===== config.mk =====
export PLATFORM = sky130hd
export DESIGN_NAME = control_unit
export DESIGN_NICKNAME = d
export VERILOG_FILES = /design/src/rtl/cu_pkg.sv /design/src/rtl/control_unit_alu_dec.sv /design/src/rtl/control_unit.sv
export SDC_FILE = /design/constraint.sdc
export NUM_CORES = 1
export LEC_CHECK = 0
export ABC_CLOCK_PERIOD_IN_PS = 6100
export CAP_MARGIN = 25
export CORE_AREA = 2 2 39 41
export DETAILED_ROUTE_END_ITERATION = 8
export DIE_AREA = 0 0 41 43
export HOLD_SLACK_MARGIN = 0.05
export PLACE_DENSITY = 0.7
export SLEW_MARGIN = 5
export SYNTH_ARGS = -nofsm -noshare
export SYNTH_HDL_FRONTEND = slang
export SYNTH_SLANG_ARGS = --single-unit
export TNS_END_PERCENT = 20

===== constraint.sdc =====
create_clock -name clk -period 6.1 [get_ports clk]
set_input_delay 1.83 -clock clk [delete_from_list [all_inputs] [get_ports clk]]
set_output_delay 1.83 -clock clk [all_outputs]
set_load 0.005 [all_outputs]

===== src/rtl/cu_pkg.sv =====
// Shared encodings for the RV32I single-cycle control unit.
// Opcodes, ALU/immediate selects and the main-decode bundle.
package cu_pkg;

    // Major opcodes, instr[6:0]
    localparam logic [6:0] OP_LW  = 7'b0000011;
    localparam logic [6:0] OP_SW  = 7'b0100011;
    localparam logic [6:0] OP_R   = 7'b0110011;
    localparam logic [6:0] OP_I   = 7'b0010011;
    localparam logic [6:0] OP_BEQ = 7'b1100011;
    localparam logic [6:0] OP_JAL = 7'b1101111;

    // funct3 values that matter to the ALU decoder
    localparam logic [2:0] F3_ADDSUB = 3'b000;
    localparam logic [2:0] F3_SLT    = 3'b010;
    localparam logic [2:0] F3_OR     = 3'b110;
    localparam logic [2:0] F3_AND    = 3'b111;

    // Class of ALU operation requested by the main decoder
    typedef enum logic [1:0] {
        ALUOP_ADD   = 2'b00,
        ALUOP_SUB   = 2'b01,
        ALUOP_FUNCT = 2'b10,
        ALUOP_RSVD  = 2'b11
    } aluop_e;

    // ALUControl encodings
    localparam logic [2:0] ALU_ADD = 3'b000;
    localparam logic [2:0] ALU_SUB = 3'b001;
    localparam logic [2:0] ALU_AND = 3'b010;
    localparam logic [2:0] ALU_OR  = 3'b011;
    localparam logic [2:0] ALU_SLT = 3'b101;

    // ImmSrc encodings
    localparam logic [1:0] IMM_I = 2'b00;
    localparam logic [1:0] IMM_S = 2'b01;
    localparam logic [1:0] IMM_B = 2'b10;
    localparam logic [1:0] IMM_J = 2'b11;

    // Main decoder output bundle
    typedef struct packed {
        logic       regwrite;
        logic [1:0] immsrc;
        logic       alusrc;
        logic       memwrite;
        logic       resultsrc;
        logic       branch;
        logic       jump;
        aluop_e     aluop;
    } main_ctrl_t;

    localparam main_ctrl_t MAIN_NOP = '{
        regwrite:  1'b0,
        immsrc:    IMM_I,
        alusrc:    1'b0,
        memwrite:  1'b0,
        resultsrc: 1'b0,
        branch:    1'b0,
        jump:      1'b0,
        aluop:     ALUOP_ADD
    };

    function automatic logic is_legal(
        input logic [6:0] op
    );
        return (op == OP_LW)  ||
               (op == OP_SW)  ||
               (op == OP_R)   ||
               (op == OP_I)   ||
               (op == OP_BEQ) ||
               (op == OP_JAL);
    endfunction

    // Unsupported opcodes fall through to the all-zero bundle.
    function automatic main_ctrl_t main_decode(
        input logic [6:0] op
    );
        main_ctrl_t c;
        c = MAIN_NOP;
        unique case (1'b1)
            (op == OP_LW): begin
                c.regwrite  = 1'b1;
                c.immsrc    = IMM_I;
                c.alusrc    = 1'b1;
                c.resultsrc = 1'b1;
                c.aluop     = ALUOP_ADD;
            end
            (op == OP_SW): begin
                c.immsrc   = IMM_S;
                c.alusrc   = 1'b1;
                c.memwrite = 1'b1;
                c.aluop    = ALUOP_ADD;
            end
            (op == OP_R): begin
                c.regwrite = 1'b1;
                c.aluop    = ALUOP_FUNCT;
            end
            (op == OP_I): begin
                c.regwrite = 1'b1;
                c.alusrc   = 1'b1;
                c.aluop    = ALUOP_FUNCT;
            end
            (op == OP_BEQ): begin
                c.immsrc = IMM_B;
                c.branch = 1'b1;
                c.aluop  = ALUOP_SUB;
            end
            (op == OP_JAL): begin
                // No link path: result mux is only ALU/mem.
                c.immsrc = IMM_J;
                c.jump   = 1'b1;
                c.aluop  = ALUOP_ADD;
            end
            default: c = MAIN_NOP;
        endcase
        return c;
    endfunction

endpackage


===== src/rtl/control_unit_alu_dec.sv =====
// ALU decoder: ALUopcode/funct3/opcode[5]/funct7[5] -> ALUControl.
// Ports: aluop, funct3, opcode_5, funct7_5 in; alu_control out.
module alu_dec
    import cu_pkg::*;
(
    input  aluop_e     aluop,
    input  logic [2:0] funct3,
    input  logic       opcode_5,
    input  logic       funct7_5,
    output logic [2:0] alu_control
);

    logic [2:0] funct_ctrl;

    // Subtract only for R-type with funct7[5]; addi
    // carries immediate bits in funct7 and must add.
    always_comb begin
        funct_ctrl = ALU_ADD;
        unique case (1'b1)
            (funct3 == F3_ADDSUB):
                funct_ctrl = (opcode_5 & funct7_5) ?
                             ALU_SUB : ALU_ADD;
            (funct3 == F3_SLT):
                funct_ctrl = ALU_SLT;
            (funct3 == F3_OR):
                funct_ctrl = ALU_OR;
            (funct3 == F3_AND):
                funct_ctrl = ALU_AND;
            default:
                funct_ctrl = ALU_ADD;
        endcase
    end

    always_comb begin
        alu_control = ALU_ADD;
        unique case (aluop)
            ALUOP_ADD:   alu_control = ALU_ADD;
            ALUOP_SUB:   alu_control = ALU_SUB;
            ALUOP_FUNCT: alu_control = funct_ctrl;
            ALUOP_RSVD:  alu_control = ALU_ADD;
        endcase
    end

endmodule


===== src/rtl/control_unit.sv =====
// Main + ALU decoder for the single-cycle RV32I datapath, with a
// sticky illegal-opcode flag. Optional macro: CU_PIPE_OUT_EN.
// Ports:
//   clk, reset (sync, active-high)
//   opcode[6:0], funct7[6:0], funct3[2:0], zero
//   PCSrc, ResultSrc, MemWrite, ALUSrc, RegWrite,
//   ALUControl[2:0], ImmSrc[1:0], illegal
// CU_PIPE_OUT_EN defined: decode outputs registered (1-cycle
// latency, cleared by reset). Undefined: outputs combinational.
module control_unit
    import cu_pkg::*;
(
    input  logic       clk,
    input  logic       reset,
    input  logic [6:0] opcode,
    input  logic [6:0] funct7,
    input  logic [2:0] funct3,
    input  logic       zero,
    output logic       PCSrc,
    output logic       ResultSrc,
    output logic       MemWrite,
    output logic       ALUSrc,
    output logic       RegWrite,
    output logic [2:0] ALUControl,
    output logic [1:0] ImmSrc,
    output logic       illegal
);

    main_ctrl_t mc;
    aluop_e     ALUopcode;
    logic       opcode_5;
    logic       funct7_5;
    logic       legal;
    logic       pcsrc_d;
    logic [2:0] alu_ctrl_d;
    logic       unused_f7;

    always_comb begin
        mc    = main_decode(opcode);
        legal = is_legal(opcode);
    end

    assign ALUopcode = mc.aluop;
    assign opcode_5  = opcode[5];
    assign funct7_5  = funct7[5];
    assign unused_f7 = ^{funct7[6], funct7[4:0]};

    alu_dec u_alu_dec (
        .aluop       (ALUopcode),
        .funct3      (funct3),
        .opcode_5    (opcode_5),
        .funct7_5    (funct7_5),
        .alu_control (alu_ctrl_d)
    );

    // funct3 ignored: every branch opcode acts as beq.
    assign pcsrc_d = (mc.branch & zero) | mc.jump;

    // Reset has priority over a simultaneous bad opcode.
    always_ff @(posedge clk) begin
        if (reset) begin
            illegal <= 1'b0;
        end else if (!legal) begin
            illegal <= 1'b1;
        end
    end

`ifdef CU_PIPE_OUT_EN

    always_ff @(posedge clk) begin
        if (reset) begin
            PCSrc      <= 1'b0;
            ResultSrc  <= 1'b0;
            MemWrite   <= 1'b0;
            ALUSrc     <= 1'b0;
            RegWrite   <= 1'b0;
            ALUControl <= ALU_ADD;
            ImmSrc     <= IMM_I;
        end else begin
            PCSrc      <= pcsrc_d;
            ResultSrc  <= mc.resultsrc;
            MemWrite   <= mc.memwrite;
            ALUSrc     <= mc.alusrc;
            RegWrite   <= mc.regwrite;
            ALUControl <= alu_ctrl_d;
            ImmSrc     <= mc.immsrc;
        end
    end

`else

    // State-changing strobes are masked during reset;
    // the mux selects keep decoding so the datapath settles.
    assign PCSrc      = pcsrc_d & ~reset;
    assign MemWrite   = mc.memwrite & ~reset;
    assign RegWrite   = mc.regwrite & ~reset;
    assign ResultSrc  = mc.resultsrc;
    assign ALUSrc     = mc.alusrc;
    assign ALUControl = alu_ctrl_d;
    assign ImmSrc     = mc.immsrc;

`endif

endmodule


==> flow_metrics.env <==
export IMPL_post_cts_buffers=0
export IMPL_drive_gt1_frac=0.156
export IMPL_grtUsageTotal=0.0969
export IMPL_start_util=0.180
export IMPL_maxCapViolations=0
export IMPL_yosysSeqAreaShare=0.0804
export IMPL_leakagePower_nw=0.202
export IMPL_drc=0
export IMPL_die_h_um=43
export IMPL_clkPwrFrac=0
export IMPL_worst_pin_slew_ns=0.269
export IMPL_ff2ff_setup_slack_ns=5.18
export IMPL_timing_final_ws_setup_ns=0.315
export IMPL_hold_viol=0
export IMPL_hold_class="flop to flop"
export IMPL_dieArea_mm2=0.00176
export IMPL_fin_util=0.395
export IMPL_critPathMaxFanout=4
export IMPL_syn_nets=57
export IMPL_r2r_cells=2
export IMPL_n_antenna_cell=0
export IMPL_rows=14
export IMPL_p_switching_w=0.00000825
export IMPL_core_mm2=0.00138
export IMPL_placedCellCount=80
export IMPL_critPathLaunchType="input port"
export IMPL_largest_reg_flops=1
export IMPL_regMostFlops="illegal"
export IMPL_fin_crit_sh=0.948
export IMPL_wl_per_cell_um=10.5
export IMPL_swShare=0.288
export IMPL_drv_slew=0
export IMPL_netlist_instances=35
export IMPL_min_to="illegal"
export IMPL_rsz0062_at_grt="no"
export IMPL_drtAntennaViolNets=0
export IMPL_finalNonFillerCells=80
export IMPL_min_path_cells=1
export IMPL_tns_ns=0
export IMPL_slew_headroom=0.820
export IMPL_drt_vias_per_instance=4.48
export IMPL_fin_nets=88
export IMPL_layout_commonest_cell="clkdlybuf4s50_1"
export IMPL_synth_area_um2=249
export IMPL_critPathKind="input port to output pin"
export IMPL_p_int_w=0.0000204
export IMPL_r2r_end="illegal"
export IMPL_powerDensity_mw_per_mm2=52.5
export IMPL_peakVddDrop_mv=0.0448
export IMPL_clock_skew_ns=0
export IMPL_gp_congestion=0.712
export IMPL_grt_antenna_before_repair=0
export IMPL_ys_ff_latch=1
export IMPL_hold_buffers=0
export IMPL_via_count=358
export IMPL_first_pass_iters=2
export IMPL_yosysUniqueCellTypes=24
export IMPL_preCtsSetupSlack_ns=0.302
export IMPL_clk_pin_slew_ns=0
export IMPL_required_ns=4.27
export IMPL_grt_overflow=0
export IMPL_worstHoldStart="illegal"
export IMPL_top_regs="illegal x1"
export IMPL_cp_arrival_ns=3.96
export IMPL_portBuffers=24
export IMPL_final_cell_mix="24 x clkdlybuf4s50_1, 5 x buf_4, 3 x nand2_1, 3 x nor2_1, 3 x inv_1"
export IMPL_grt_max_degree=7
export IMPL_area_delta_synth_final_pct=120
export IMPL_reg2reg_from="illegal"
export IMPL_pin_count=31
export IMPL_fmax_mhz=173
export IMPL_drt_iter0_markers=3
export IMPL_syn_mean_instance_area_um2=7.11
export IMPL_clk_latency_ns=0
export IMPL_ys_warn_count=0
export IMPL_setup_violations=0
export IMPL_combPwrFrac=0.744
export IMPL_hold_ws_ns=0.534
export IMPL_grt_pass1_vias=322
export IMPL_die_width_um=41
export IMPL_seq_power_share=0.256
export IMPL_wirelength_um=837
export IMPL_hpwlAfterDp_um=713
export IMPL_layout_min_cycle_time_ns=5.79
export IMPL_post_cts_resized=0
export IMPL_status="complete, no violations"
export IMPL_end_kind="output pin"
export IMPL_grt_pass1_wl_um=1260
[critical path, stage by stage]
cell             delay, ns
clkdlybuf4s50_1       0.42
or3_4                 0.42
nor2_1                0.15
and2_1                0.14
ha_1                  0.18
nand2_1               0.08
nor4_1                0.17
clkdlybuf4s50_1       0.56
[worst max path at each step]
stage	start	endpoint	slack, ns
after floorplan	opcode[4]	ALUControl[0]	1.26
after global placement	opcode[2]	ALUControl[2]	0.30
after detailed placement	opcode[2]	ALUControl[2]	0.30
after CTS	opcode[2]	ALUControl[2]	0.30
after global routing	opcode[2]	ALUControl[2]	0.16
final	opcode[2]	ALUControl[2]	0.31
[layer usage]
layer	vias up	track usage	share of wire	routed length, um
met5	-	0	0	0
met4	0	0	0	0
met3	0	0	0.062	52
met2	14	0.178	0.50	420
met1	154	0.127	0.43	364
li1	190	-	-	-
[synthesized netlist by cell type]
library cell,number,area share
or2_4,1,0.035
nor2_1,3,0.045
xor2_1,1,0.035
nand2b_1,1,0.025
dfxtp_1,1,0.080
nor3_2,2,0.080
a31oi_1,1,0.025
o22ai_1,1,0.025
and2b_1,1,0.030
and2_1,1,0.025
a2111oi_2,1,0.060
or3_4,1,0.045
ha_1,2,0.10
nor3_1,2,0.040
nor3b_1,1,0.030
inv_1,3,0.045
a21oi_1,2,0.040
nand4_1,1,0.025
and3_1,1,0.025
nand2_1,3,0.045
nand3_1,1,0.020
nor4_1,1,0.025
or3_1,2,0.050
o311a_1,1,0.040
[per-stage QoR]
step	total power [W]	area, um2
floorplan	0.0000126	249
global placement	0.0000283	547
detailed placement	0.0000287	547
CTS	0.0000289	547
global route	0.0000304	547
finish	0.0000287	547
[cell type report]
| cell class | count | area, um2 |
|---|---|---|
| well taps | 16 | 20.0 |
| fillers | 150 | 837 |
| flip-flops and latches | 1 | 20.0 |
| inverters | 3 | 11.3 |
| multi-input cells | 31 | 218 |
| repair buffers | 29 | 278 |
[power by group through the flow]
| stage | sequential, W | combinational, W | clock (W) |
|---|---|---|---|
| after global routing | 0.00000742 | 0.0000229 | 0 |
| after detailed placement | 0.00000735 | 0.0000214 | 0 |
| after floorplan | 0.00000737 | 0.00000523 | 0 |
| after global placement | 0.00000733 | 0.0000210 | 0 |
| after CTS | 0.00000736 | 0.0000216 | 0 |
| final | 0.00000735 | 0.0000213 | 0 |
[logic make-up after synthesis]
kind of cell               synth area share
DFF                                  0.0804
buffers and inverters                0.0452
xor gates and xnor gates             0.0352
and+or+nand+nor                       0.548
AOI/OAI and AO/OA                     0.191
adders and majority gates             0.100
No activity file was read; power rests on OpenSTA's default activity.
